[config.mk]
export PLATFORM = sky130hd
export DESIGN_NAME = uart_tx_arbiter
export DESIGN_NICKNAME = d
export VERILOG_FILES = /design/src/rtl/uart_pkg.sv /design/src/rtl/uart_tx_arbiter_rr_pick.sv /design/src/rtl/uart_tx_arbiter.sv
export SDC_FILE = /design/constraint.sdc
export NUM_CORES = 1
export LEC_CHECK = 0
export CAP_MARGIN = 20
export CORE_AREA = 3 3 66 68
export DETAILED_ROUTE_END_ITERATION = 8
export DIE_AREA = 0 0 69 71
export GPL_TIMING_DRIVEN = 0
export PLACE_DENSITY = 0.66
export RECOVER_POWER = 100
export REMOVE_ABC_BUFFERS = 1
export SLEW_MARGIN = 30
export SYNTH_ARGS = -nofsm -noshare
export SYNTH_HDL_FRONTEND = slang
export SYNTH_SLANG_ARGS = --single-unit
[constraint.sdc]
create_clock -name clk -period 2.2 [get_ports clk]
set_input_delay 0.33 -clock clk [delete_from_list [all_inputs] [get_ports clk]]
set_output_delay 0.33 -clock clk [all_outputs]
set_load 0.01 [all_outputs]
[src/rtl/uart_pkg.sv]
// Shared types and constants for the UART transmit arbiter family.
package uart_pkg;

    typedef enum logic [1:0] {
        IDLE      = 2'b00,
        LAUNCH    = 2'b01,
        WAIT_DONE = 2'b10
    } arb_state_e;

    localparam int UART_BYTE_W            = 8;
    localparam int TIMEOUT_CYCLES_DEFAULT = 4096;

    // Round-robin pointer successor: one past the last owner, wrapping at nreq.
    function automatic int rr_next(input int cur, input int nreq);
        return (cur >= nreq - 1) ? 0 : cur + 1;
    endfunction

endpackage

[src/rtl/uart_tx_arbiter_rr_pick.sv]
// Combinational masked priority encoder: first set request at or above ptr, with wrap.
module rr_pick
    import uart_pkg::*;
#(
    parameter int NREQ = 4,
    parameter int IDW  = $clog2(NREQ)
) (
    input  logic [NREQ-1:0] req,
    input  logic [IDW-1:0]  ptr,
    output logic [IDW-1:0]  winner,
    output logic            any
);

    // Scan NREQ slots starting at ptr; the first requesting slot is latched into winner.
    always_comb begin
        winner = '0;
        any    = 1'b0;
        for (int k = 0; k < NREQ; k++) begin
            int             sum;
            logic [IDW-1:0] idx;
            sum    = int'(ptr) + k;
            idx    = IDW'((sum >= NREQ) ? sum - NREQ : sum);
            winner = (!any && req[idx]) ? idx : winner;
            any    = any | req[idx];
        end
    end

endmodule

[src/rtl/uart_tx_arbiter.sv]
// Round-robin sharing of one UART transmitter (go/txdata/txbusy) among NREQ requesters.
// Optional watchdog enabled by defining UART_ARB_TIMEOUT_EN.
module uart_tx_arbiter
    import uart_pkg::*;
#(
    parameter int NREQ           = 4,
    parameter int IDW            = $clog2(NREQ),
    parameter int TIMEOUT_CYCLES = TIMEOUT_CYCLES_DEFAULT
) (
    input  logic                        clk,
    input  logic                        rst,
    input  logic [NREQ-1:0]             req,
    input  logic [UART_BYTE_W*NREQ-1:0] req_data,
    output logic [NREQ-1:0]             grant,
    output logic [NREQ-1:0]             done,
    output logic                        uart_go,
    output logic [UART_BYTE_W-1:0]      uart_txdata,
    input  logic                        uart_txbusy,
    output logic                        active,
    output logic [IDW-1:0]              cur_id,
    output logic                        err_timeout
);

    arb_state_e             state_q, state_d;
    logic [IDW-1:0]         rr_ptr_q, rr_ptr_d;
    logic [IDW-1:0]         cur_id_q, cur_id_d;
    logic [NREQ-1:0]        grant_q, grant_d;
    logic [NREQ-1:0]        done_q, done_d;
    logic                   go_q, go_d;
    logic [UART_BYTE_W-1:0] txdata_q, txdata_d;
    logic                   active_q, active_d;
    logic [IDW-1:0]         winner_s;
    logic                   any_s;

`ifdef UART_ARB_TIMEOUT_EN
    localparam int CNT_W = $clog2(TIMEOUT_CYCLES + 1);
    logic [CNT_W-1:0] tmo_cnt_q, tmo_cnt_d;
    logic             err_q, err_d;
`endif

    rr_pick #(.NREQ(NREQ), .IDW(IDW)) u_pick (
        .req    (req),
        .ptr    (rr_ptr_q),
        .winner (winner_s),
        .any    (any_s)
    );

    // Next-state and registered-output logic for the launch/wait sequencer.
    always_comb begin
        state_d  = state_q;
        rr_ptr_d = rr_ptr_q;
        cur_id_d = cur_id_q;
        grant_d  = '0;
        done_d   = '0;
        go_d     = go_q;
        txdata_d = txdata_q;
`ifdef UART_ARB_TIMEOUT_EN
        tmo_cnt_d = tmo_cnt_q;
        err_d     = err_q;
`endif
        case (state_q)
            IDLE: begin
                // txbusy guard: a frame left over from before a reset must finish first.
                if (any_s && !uart_txbusy) begin
                    grant_d[winner_s] = 1'b1;
                    txdata_d          = req_data[{winner_s, 3'b000} +: UART_BYTE_W];
                    cur_id_d          = winner_s;
                    go_d              = 1'b1;
                    state_d           = LAUNCH;
`ifdef UART_ARB_TIMEOUT_EN
                    tmo_cnt_d         = '0;
`endif
                end else begin
                    state_d = IDLE;
                end
            end
            LAUNCH: begin
                if (uart_txbusy) begin
                    go_d    = 1'b0;
                    state_d = WAIT_DONE;
                end else begin
                    go_d = 1'b1;
                end
            end
            WAIT_DONE: begin
                if (!uart_txbusy) begin
                    done_d[cur_id_q] = 1'b1;
                    rr_ptr_d         = IDW'(rr_next(int'(cur_id_q), NREQ));
                    state_d          = IDLE;
                end else begin
                    state_d = WAIT_DONE;
                end
            end
            default: begin
                go_d    = 1'b0;
                state_d = IDLE;
            end
        endcase
`ifdef UART_ARB_TIMEOUT_EN
        // Counter holds cycles spent in flight minus one, so go stays up TIMEOUT_CYCLES cycles.
        if (state_q == LAUNCH || state_q == WAIT_DONE) begin
            if (tmo_cnt_q == CNT_W'(TIMEOUT_CYCLES - 1)) begin
                go_d             = 1'b0;
                done_d           = '0;
                done_d[cur_id_q] = 1'b1;
                err_d            = 1'b1;
                rr_ptr_d         = IDW'(rr_next(int'(cur_id_q), NREQ));
                state_d          = IDLE;
            end else begin
                tmo_cnt_d = tmo_cnt_q + CNT_W'(1);
            end
        end else begin
            tmo_cnt_d = tmo_cnt_q;
        end
`endif
        active_d = (state_d != IDLE);
    end

    // State and output registers with synchronous reset.
    always_ff @(posedge clk) begin
        if (rst) begin
            state_q  <= IDLE;
            rr_ptr_q <= '0;
            cur_id_q <= '0;
            grant_q  <= '0;
            done_q   <= '0;
            go_q     <= 1'b0;
            txdata_q <= 8'h00;
            active_q <= 1'b0;
        end else begin
            state_q  <= state_d;
            rr_ptr_q <= rr_ptr_d;
            cur_id_q <= cur_id_d;
            grant_q  <= grant_d;
            done_q   <= done_d;
            go_q     <= go_d;
            txdata_q <= txdata_d;
            active_q <= active_d;
        end
    end

`ifdef UART_ARB_TIMEOUT_EN
    // Watchdog counter and sticky timeout flag.
    always_ff @(posedge clk) begin
        if (rst) begin
            tmo_cnt_q <= '0;
            err_q     <= 1'b0;
        end else begin
            tmo_cnt_q <= tmo_cnt_d;
            err_q     <= err_d;
        end
    end
    assign err_timeout = err_q;
`else
    assign err_timeout = 1'b0;
`endif

    assign grant       = grant_q;
    assign done        = done_q;
    assign uart_go     = go_q;
    assign uart_txdata = txdata_q;
    assign active      = active_q;
    assign cur_id      = cur_id_q;

endmodule
==> results of run 1 <==
[cell type report]
class	count	area, sq um	share of cell area
clock buffer	4	55.05	0.02853
inverter	4	15.01	0.007782
multi-input combinational	93	728.2	0.3774
sequential	24	480.5	0.2490
tap	50	62.56	0.03243
timing repair buffer	59	588.1	0.3048
[cell usage after synthesis, drive strengths merged, types with 2 or more instances]
cell type  count  share of area
dfxtp         24           0.37
and2          13          0.068
mux2i          9          0.069
a211oi         8          0.046
a221oi         8          0.087
nand2          8          0.035
o21bai         8          0.046
a21oi          6          0.023
buf            5          0.042
nor2           5          0.020
ha             4          0.038
inv            4          0.011
nor3           3          0.011
nor3b          3          0.017
clkbuf         2         0.0057
nand2b         2         0.0095
nand3          2         0.0076
nor4           2          0.026
o22a           2          0.013
or4            2          0.014
[worst max path at each step]
stage	from	end	slack (ns)	cells after the start
after floorplan	rr_ptr_q[1]	uart_txdata[1]	0.35	5
after global placement	req[3]	uart_txdata[1]	-0.41	6
after detailed placement	req[3]	uart_txdata[1]	-0.42	6
after CTS	req[0]	uart_txdata[1]	0.02	6
after global routing	uart_txbusy	grant[0]	0.05	4
final	req[3]	uart_txdata[0]	0.22	6
[sequential cells by signal, indices dropped and copies added (netlist names)]
name	cells
uart_txdata	8
uart_go	1
rr_ptr_q	2
cur_id	2
active	1
grant	4
done	4
state_q	2
[metrics by stage]
stage                     instances  utilization  setup TNS (ns)
after floorplan                 121            -               0
after global placement          229       0.4843          -3.341
after detailed placement        229       0.4843          -3.566
after CTS                       234       0.5003               0
after global routing            234       0.4930               0
final                           234       0.4930               0
[per-layer routing]
metal | global-route usage | wire length (um) | vias up
met2 | 0.2479 | 1498 | 51
met4 | 0.04555 | 41 | 0
met1 | 0.1644 | 1359 | 507
met5 | 0 | 0 | -
met3 | 0.04119 | 264 | 5
li1 | - | - | 577
[critical path, stage by stage]
cell,delay (ns)
clkdlybuf4s50_1,0.59
nor4_2,0.12
nor4_4,0.34
o221ai_2,0.32
a221oi_1,0.32
a211oi_1,0.09
[cell families (layout without fill, tap and decap cells)]
logic type,count (synthesis),in the layout,synth area share
multiplexers,9,9,0.06851
flip-flops,24,24,0.3654
adder cells (fa/ha/maj),4,4,0.03806
XOR/XNOR,1,1,0.006662
AO/OA/AOI/OAI,36,36,0.2417
AND/OR/NAND/NOR,42,42,0.2179
other,1,1,0.002852
buffers and inverters,11,67,0.05899
[power groups by stage]
stage / logic, mW / registers, mW / clock network (mW)
after floorplan: 0.103 / 0.494 / 0
after global placement: 0.252 / 0.485 / 0
after detailed placement: 0.257 / 0.486 / 0
after CTS: 0.260 / 0.477 / 0.309
after global routing: 0.267 / 0.479 / 0.327
final: 0.242 / 0.475 / 0.297
[timing repair]
item,in CTS,in global routing
endpoints found under the setup margin,8,8
resized for setup,0,1
buffers inserted,1,0
pin swaps,1,0
==> summary.md, run 1 <==
| Metric | Value |
|---|---|
| Via count | `1140` |
| Ys flop type | `dfxtp_1` |
| Clock skew | `0.001603 ns` |
| Htree depth | `1` |
| DIE AREA | `4899 sq um` |
| PortBufs | `58` |
| Commonest non-fill, non-tap cells in the layout | `36 x clkdlybuf4s50_1, 24 x dfxtp_1, 22 x dlygate4sd3_1, 9 x mux2i_1` |
| R2r endpoint | `uart_txdata[0]` |
| Routed len/inst | `roughly 14 um` |
| Min-Delay Startpoint | `uart_go` |
| Power Dens Cells | `525.4 nW/um^2` |
| Clock slew at reported path FFs | `0.08 ns` |
| WL final | `~3.2 mm` |
| Synth cell types | `37` |
| VDD IR max | `0.1972 mV` |
| Post-synth EDFFs | `0` |
| R2r setup slk | `roughly 0.34 ns` |
| Grt total ovfl | `0` |
| Worst min path class | `reg -> reg` |
| Slew headroom | `0.5374` |
| Final instance area | `1929 sq um` |
| FF-to-FF Start | `rr_ptr_q[1]` |
| Mean post-synth cell area | `10.27 sq um` |
| Post-synthesis sequential area ratio | `0.3654` |
| Post-route DRC | `0` |
| Final HPWL DP | `between 2 and 2.5 mm` |
| Core box area | `3914 sq um` |
| Slew @ Worst Pin | `0.6916 ns` |
| 1st-pass router iterations | `4` |
| Hold Crit Endpoint | `uart_go` |
| Ant diodes | `0` |
| Switching fraction of total power | `0.2539` |
| Fmax achieved | `0.5038 GHz` |
| Crit path arrival time | `~2.1 ns` |
| Startpoint Class | `input port` |
| Hold_buf cts | `0` |
| RSZ-0062 raised after global routing | `no` |
| CTS tree | `built` |
| First-pass GRT wire length | `between 5 and 6 mm` |
| Die height | `71 um` |
| Hold path depth | `2` |
| Most common cell after layout, fill and taps aside | `clkdlybuf4s50_1` |
| Final period utilization | `0.9022` |
| Largest net degree at the start of global routing | `21` |
| Vias in the first global route | `1274` |
| Row count | `23` |
| Crit path time final | `between 1.5 and 2 ns` |
| Layout cells sized above 1 | `0.1250` |
| GRT Util Overall | `0.1409` |
| FILL cells | `385` |
| FF+latch count, synth | `24` |
| Fin nets | `228` |
| Placed inst area | `1896 sq um` |
| Final setup vio count | `0` |
| Mapped cell area | `1315 sq um` |
| Critical path class | `in -> reg` |
| Gate power share | `0.239` |
| Sequential share of power | `0.469` |
| Die X | `69 um` |
| Outcome | `completed` |
| Post-DRT Antenna Nets | `0` |
| Initial core utilization | `0.3360` |
| Max cap viols | `0` |
| Switching pwr | `0.2574 mW` |
| # clock sinks | `24` |
| Reg2reg path depth | `5` |
| Max FO, Critical Path | `11` |
| Final setup margin | `0.2151 ns` |
| Critical Path Sink Type | `register` |
| WHS | `0.4453 ns` |
| Hold Vio Cnt, Final | `0` |
| WP data required | `2.33 ns` |
| Post-place setup slack | `-0.4229 ns` |
| Root Driver | `clkbuf_8` |
| Via/cell ratio | `a little under 5` |
| Antenna violations before repair | `0` |
| Layout area overhead | `46.72%` |
| I/O pin cnt | `60` |
| Max-slew violation count | `0` |
| Total CTS buffers | `3` |
| Synth warnings | `0` |
| Clk network pwr share | `0.293` |
| Power, Total | `1.014 mW` |
| Synthesized instance count | `about 130` |
| Initial drt markers | `24` |
| Worst-Skew Late Latency | `about 0.26 ns` |
| Final GP Congestion | `roughly 0.76` |
| Pint | `0.7563 mW` |
| Cell leakage power | `0.7994 nW` |
| Async set-reset flop share out of synthesis | `0` |
| Clk buf depth | `2` |
No activity file was read; power rests on OpenSTA's default activity.
==> inputs of run 2 (changes only) <==
--- a/config.mk
+++ b/config.mk
@@ -9,7 +9,6 @@
 export CORE_AREA = 3 3 66 68
 export DETAILED_ROUTE_END_ITERATION = 8
 export DIE_AREA = 0 0 69 71
-export GPL_TIMING_DRIVEN = 0
 export PLACE_DENSITY = 0.66
 export RECOVER_POWER = 100
 export REMOVE_ABC_BUFFERS = 1
==> run 2 against run 1 <==
Critical path depth down 2. Clock-buffer cell count is the same. Clock skew hardly changed. Hold slack better by 0.0065 ns. Non-clock buffer count is 4 higher. Sequential power is essentially flat. Clock power increased by 1%. Final cell count grew 1.7%. Worst setup slack worse by 0.0097 ns.
==> summary.md, run 2 (same netlist as run 1, synthesis figures left out) <==
| Metric | Value |
|---|---|
| Post-CTS Setup Bufs | `0` |
| Grt total ovfl | `0` |
| Final instance area | `1951 sq um` |
| WL final | `3.190 mm` |
| Worst-Skew Late Latency | `approximately 0.27 ns` |
| WP data required | `approximately 2.4 ns` |
| Max-slew violation count | `0` |
| Final period utilization | `0.9066` |
| Clock slew at reported path FFs | `0.08 ns` |
| Final setup vio count | `0` |
| Crit-path slowest cell | `dlygate4sd3_1` |
| Largest net degree at the start of global routing | `19` |
| Final GP Congestion | `0.7292` |
| First-pass GRT wire length | `a little under 6 mm` |
| Power, Total | `1.020 mW` |
| I/O pin cnt | `60` |
| Slew @ Worst Pin | `0.6422 ns` |
| Slew headroom | `0.5718` |
| Ant diodes | `0` |
| DIE AREA | `4899 sq um` |
| Crit path largest cell delay | `0.63 ns` |
| VDD IR max | `0.1768 mV` |
| 1st-pass router iterations | `4` |
| Max cap viols | `0` |
| Initial drt markers | `18` |
| Row count | `23` |
| Placed inst area | `1933 sq um` |
| Crit path arrival time | `2.19 ns` |
| # clock sinks | `24` |
| FILL cells | `about 360` |
| Routed len/inst | `between 10 and 15 um` |
| Crit path cell chain | `dlygate4sd3_1 -> or4_1 -> nor2_2 -> nor3b_1` |
| Outcome | `completed` |
| Clk buf depth | `2` |
| Post-DRT Antenna Nets | `0` |
| Vias in the first global route | `1315` |
| Die X | `69 um` |
| Crit path time final | `between 1.5 and 2 ns` |
| Worst min path class | `reg -> reg` |
| Post-place setup slack | `-0.02616 ns` |
| Cell leakage power | `0.8138 nW` |
| RSZ-0062 raised after global routing | `no` |
| Final setup margin | `0.2054 ns` |
| Power Dens Cells | `523.0 nW/um^2` |
| Most common cell after layout, fill and taps aside | `clkdlybuf4s50_1` |
| Antenna violations before repair | `0` |
| Root Driver | `clkbuf_8` |
| CTS tree | `built` |
| Max reg flops | `8` |
| GRT Util Overall | `0.1457` |
| Setup_tns | `0 ns` |
| Fin nets | `between 200 and 250` |
| Critical path class | `in -> reg` |
| Hold_buf cts | `0` |
| Startpoint Class | `input port` |
| Die height | `approximately 71 um` |
| Via count | `1163` |
| Layout area overhead | `48.33%` |
| Fmax achieved | `0.5014 GHz` |
| Layout cells sized above 1 | `0.1277` |
| Final HPWL DP | `2.543 mm` |
| Htree depth | `1` |
| Max FO, Critical Path | `10` |
| PortBufs | `58` |
| Post-CTS Resized | `0` |
| Hold Vio Cnt, Final | `0` |
| Critical Path Sink Type | `register` |
| Initial core utilization | `0.3360` |
| Via/cell ratio | `4.887` |
| Clock skew | `0.001721 ns` |
| Commonest non-fill, non-tap cells in the layout | `37 x clkdlybuf4s50_1, 24 x dfxtp_1, 21 x dlygate4sd3_1, 9 x mux2i_1` |
| Total CTS buffers | `3` |
| Post-route DRC | `0` |
| Core box area | `3914 sq um` |
## run 2: changes by cell type in the layout (fill, tap and decap cells not counted)
cell | before | now
and2_0 | 3 | 2
and2_1 | 4 | 5
buf_4 | 1 | 4
clkbuf_1 | 0 | 1
clkdlybuf4s50_1 | 36 | 37
dlygate4sd3_1 | 22 | 21
o22a_1 | 1 | 2
o22a_2 | 1 | 0
or4_1 | 1 | 2
or4_4 | 1 | 0
## run 2: cell type report
class                           count  area [sq um]  share of cell area
Sequential cell                    24         480.5              0.2463
Inverter                            4         15.01            0.007697
Tap cell                           50         62.56             0.03207
Timing Repair Buffer               63         614.3              0.3149
Clock buffer                        4         55.05             0.02822
Multi-Input combinational cell     93         723.2              0.3708
## run 2: metal layers
metal | routed length [um] | GRT usage | vias to the layer above
li1 | - | - | 585
met1 | 1274 | 0.1678 | 516
met2 | 1583 | 0.2458 | 55
met3 | 264 | 0.04688 | 7
met4 | 68 | 0.06725 | 0
met5 | 0 | 0 | -
## run 2: worst max-delay path, delay by kind of cell
family        cells  cell delay [ns]
simple gates      3             1.23
buf+inv           1             0.63
## run 2: final timing paths
check | start | endpoint | slack (ns) | depth (start not counted)
hold reg to reg | uart_go | uart_go | 0.45 | 2
setup / recovery | uart_txbusy | grant[0] | 0.21 | 4
hold / removal | uart_go | uart_go | 0.45 | 2
setup reg to reg | rr_ptr_q[1] | uart_txdata[0] | 0.42 | 5
## run 2: per-stage QoR
step	util	hold WS [ns]	instances
2_1_floorplan	-	0.3991	121
3_3_place_gp	0.4939	0.4400	234
3_5_place_dp	0.4939	0.4500	234
4_1_cts	0.5080	0.4633	238
5_1_grt	0.4984	0.5024	238
6_report	0.4984	0.4518	238
## run 2: power breakdown
group | switching (mW) | internal [mW]
Combinational | 0.103 | 0.141
Clock | 0.141 | 0.160
Sequential | 0.0160 | 0.459
Total | 0.260 | 0.760
==> inputs of run 3 (changes only) <==
--- a/config.mk
+++ b/config.mk
@@ -9,7 +9,8 @@
 export CORE_AREA = 3 3 66 68
 export DETAILED_ROUTE_END_ITERATION = 8
 export DIE_AREA = 0 0 69 71
-export PLACE_DENSITY = 0.66
+export GPL_TIMING_DRIVEN = 0
+export PLACE_DENSITY = 0.67
 export RECOVER_POWER = 100
 export REMOVE_ABC_BUFFERS = 1
 export SLEW_MARGIN = 30
==> run 3 against run 2 <==
Critical endpoint is now uart_txdata[0]. Die area unchanged. Via count down 1.5%. Hold slack worse by 0.0030 ns. Sequential power about the same. Clock-buffer cell count down 1. Maximum frequency down 3.0%. Highest routed layer unchanged.
==> summary.md, run 3 (same netlist as run 1, synthesis figures left out) <==
| Metric | Value |
|---|---|
| CP Depth | `6` |
| PortBufs | `58` |
| Placed Cells | `229` |
| First-pass GRT wire length | `5.326 mm` |
| Fin nets | `228` |
| Routed len/inst | `13.42 um` |
| Fmax achieved | `0.4863 GHz` |
| Crit-path slowest cell | `dlygate4sd3_1` |
| RSZ-0062 raised after global routing | `no` |
| Via/cell ratio | `4.914` |
| Sequential share of power | `0.491` |
| Ant diodes | `0` |
| Layout area overhead | `44.34%` |
| Clock skew | `0.007496 ns` |
| Die X | `69 um` |
| Hold Vio Cnt, Final | `0` |
| Max cap viols | `0` |
| Vias in the first global route | `approximately 1200` |
| 1st-pass router iterations | `4` |
| Most common cell after layout, fill and taps aside | `clkdlybuf4s50_1` |
| Final HPWL DP | `roughly 2.4 mm` |
| VDD IR max | `0.2077 mV` |
| Crit path largest cell delay | `0.64 ns` |
| Antenna violations before repair | `0` |
| Final setup vio count | `0` |
| Worst min path class | `reg -> reg` |
| CP Buf/Inv Count | `1` |
| Startpoint Class | `input port` |
| I/O pin cnt | `60` |
| # clock sinks | `24` |
| Reg2reg path depth | `5` |
| CTS tree | `built` |
| Htree depth | `1` |
| Outcome | `completed` |
| Grt total ovfl | `0` |
| WP data required | `about 2.4 ns` |
| Max-slew violation count | `0` |
| DIE AREA | `approximately 4900 sq um` |
| Max reg flops | `8` |
| Crit path cell chain | `dlygate4sd3_1 -> nor4_2 -> nor4_4 -> o221ai_2 -> a221oi_1 -> a211oi_1` |
| Post-DRT Antenna Nets | `0` |
| Post-layout util | `0.4850` |
| Slew headroom | `0.5359` |
| Initial drt markers | `30` |
| Commonest non-fill, non-tap cells in the layout | `35 x clkdlybuf4s50_1, 24 x dfxtp_1, 23 x dlygate4sd3_1, 9 x mux2i_1` |
| Core box area | `about 4000 sq um` |
| Switching pwr | `roughly 0.25 mW` |
| WL final | `3.128 mm` |
| Root Driver | `clkbuf_8` |
| GRT Util Overall | `0.1311` |
| Total CTS buffers | `3` |
| Crit path arrival time | `2.20 ns` |
| Clk network pwr share | `0.263` |
| Critical path class | `in -> reg` |
| Worst-Skew Late Latency | `0.26 ns` |
| Final GP Congestion | `0.7347` |
| Crit path time final | `2.056 ns` |
| Row count | `23` |
| Clk buf depth | `2` |
| Layout cells sized above 1 | `0.09836` |
| Hold path depth | `2` |
| Critical Path Sink Type | `register` |
| Post-route DRC | `0` |
| Final period utilization | `0.9348` |
| Hold_buf cts | `0` |
| Slew @ Worst Pin | `approximately 0.7 ns` |
| Clock slew at reported path FFs | `0.08 ns` |
| Max FO, Critical Path | `11` |
| Cell leakage power | `0.7853 nW` |
| Initial core utilization | `0.3360` |
| Power Dens Cells | `509.5 nW/um^2` |
| Die height | `71 um` |
| Largest net degree at the start of global routing | `21` |
| Largest delay share family, worst path | `compound AO/OA/AOI/OAI gates` |
| Pint | `0.7171 mW` |
| Non-filler instance count after layout | `233` |
| Gate power share | `0.246` |
| Via count | `1145` |
| Switching fraction of total power | `0.2585` |
[run 3: changes by cell type in the layout (fill, tap and decap cells not counted), sizes merged]
cell,change
buf,-3
clkbuf,-2
clkdlybuf4s50,-2
dlygate4sd3,+2
[run 3: metal layers]
layer  part of all wire  vias up  GRT usage
met2               0.47       47     0.2193
met4              0.011        0    0.04121
met3              0.098        4    0.05398
li1                   -      578          -
met5                  0        -          0
met1               0.42      516     0.1532
[run 3: worst paths after layout]
check	start	end	slack, ns
worst min register to register	uart_go	uart_go	0.45
worst max-delay path	req[0]	uart_txdata[0]	0.14
worst max register to register	rr_ptr_q[1]	uart_txdata[0]	0.37
worst min-delay path	uart_go	uart_go	0.45
[run 3: worst reg2reg max path: cells and delay by family, from the launching register on]
family	cells	cell delay, ns
compound gates	3	0.83
flops	1	0.47
mux	1	0.23
simple gates	1	0.18
[run 3: area by class of cell]
| cell class | count | area, sq um |
|---|---|---|
| Clock buffer | 3 | 41.29 |
| Sequential cell | 24 | 480.5 |
| Multi-Input combinational cell | 93 | 710.7 |
| Inverter | 4 | 15.01 |
| Timing Repair Buffer | 59 | 588.1 |
| Tap cell | 50 | 62.56 |
| Fill cell | 391 | 2016 |
[run 3: what timing repair did]
| item | CTS | global route |
|---|---|---|
| buffers inserted | 1 | 0 |
| endpoints found under the setup margin | 8 | 0 |
| gates resized for setup | 1 | 0 |
[run 3: metrics by stage]
stage	setup TNS, ns	hold WS [ns]	area [sq um]	setup WS [ns]	power [mW]
6_report	0	0.4488	1898	0.1435	0.9671
5_1_grt	0	0.4807	1898	0.04863	1.014
4_1_cts	0	0.4555	1946	0.1393	0.9979
3_5_place_dp	-3.990	0.4408	1896	-0.4493	0.7436
3_3_place_gp	-3.608	0.4386	1896	-0.4313	0.7374
2_1_floorplan	0	0.3991	1252	0.3533	0.5976
[run 3: power groups by stage]
stage	registers, mW	logic, mW	clock network (mW)
3_3_place_gp	0.485	0.252	0
3_5_place_dp	0.486	0.258	0
6_report	0.474	0.238	0.254
2_1_floorplan	0.494	0.103	0
5_1_grt	0.478	0.260	0.275
4_1_cts	0.476	0.261	0.261
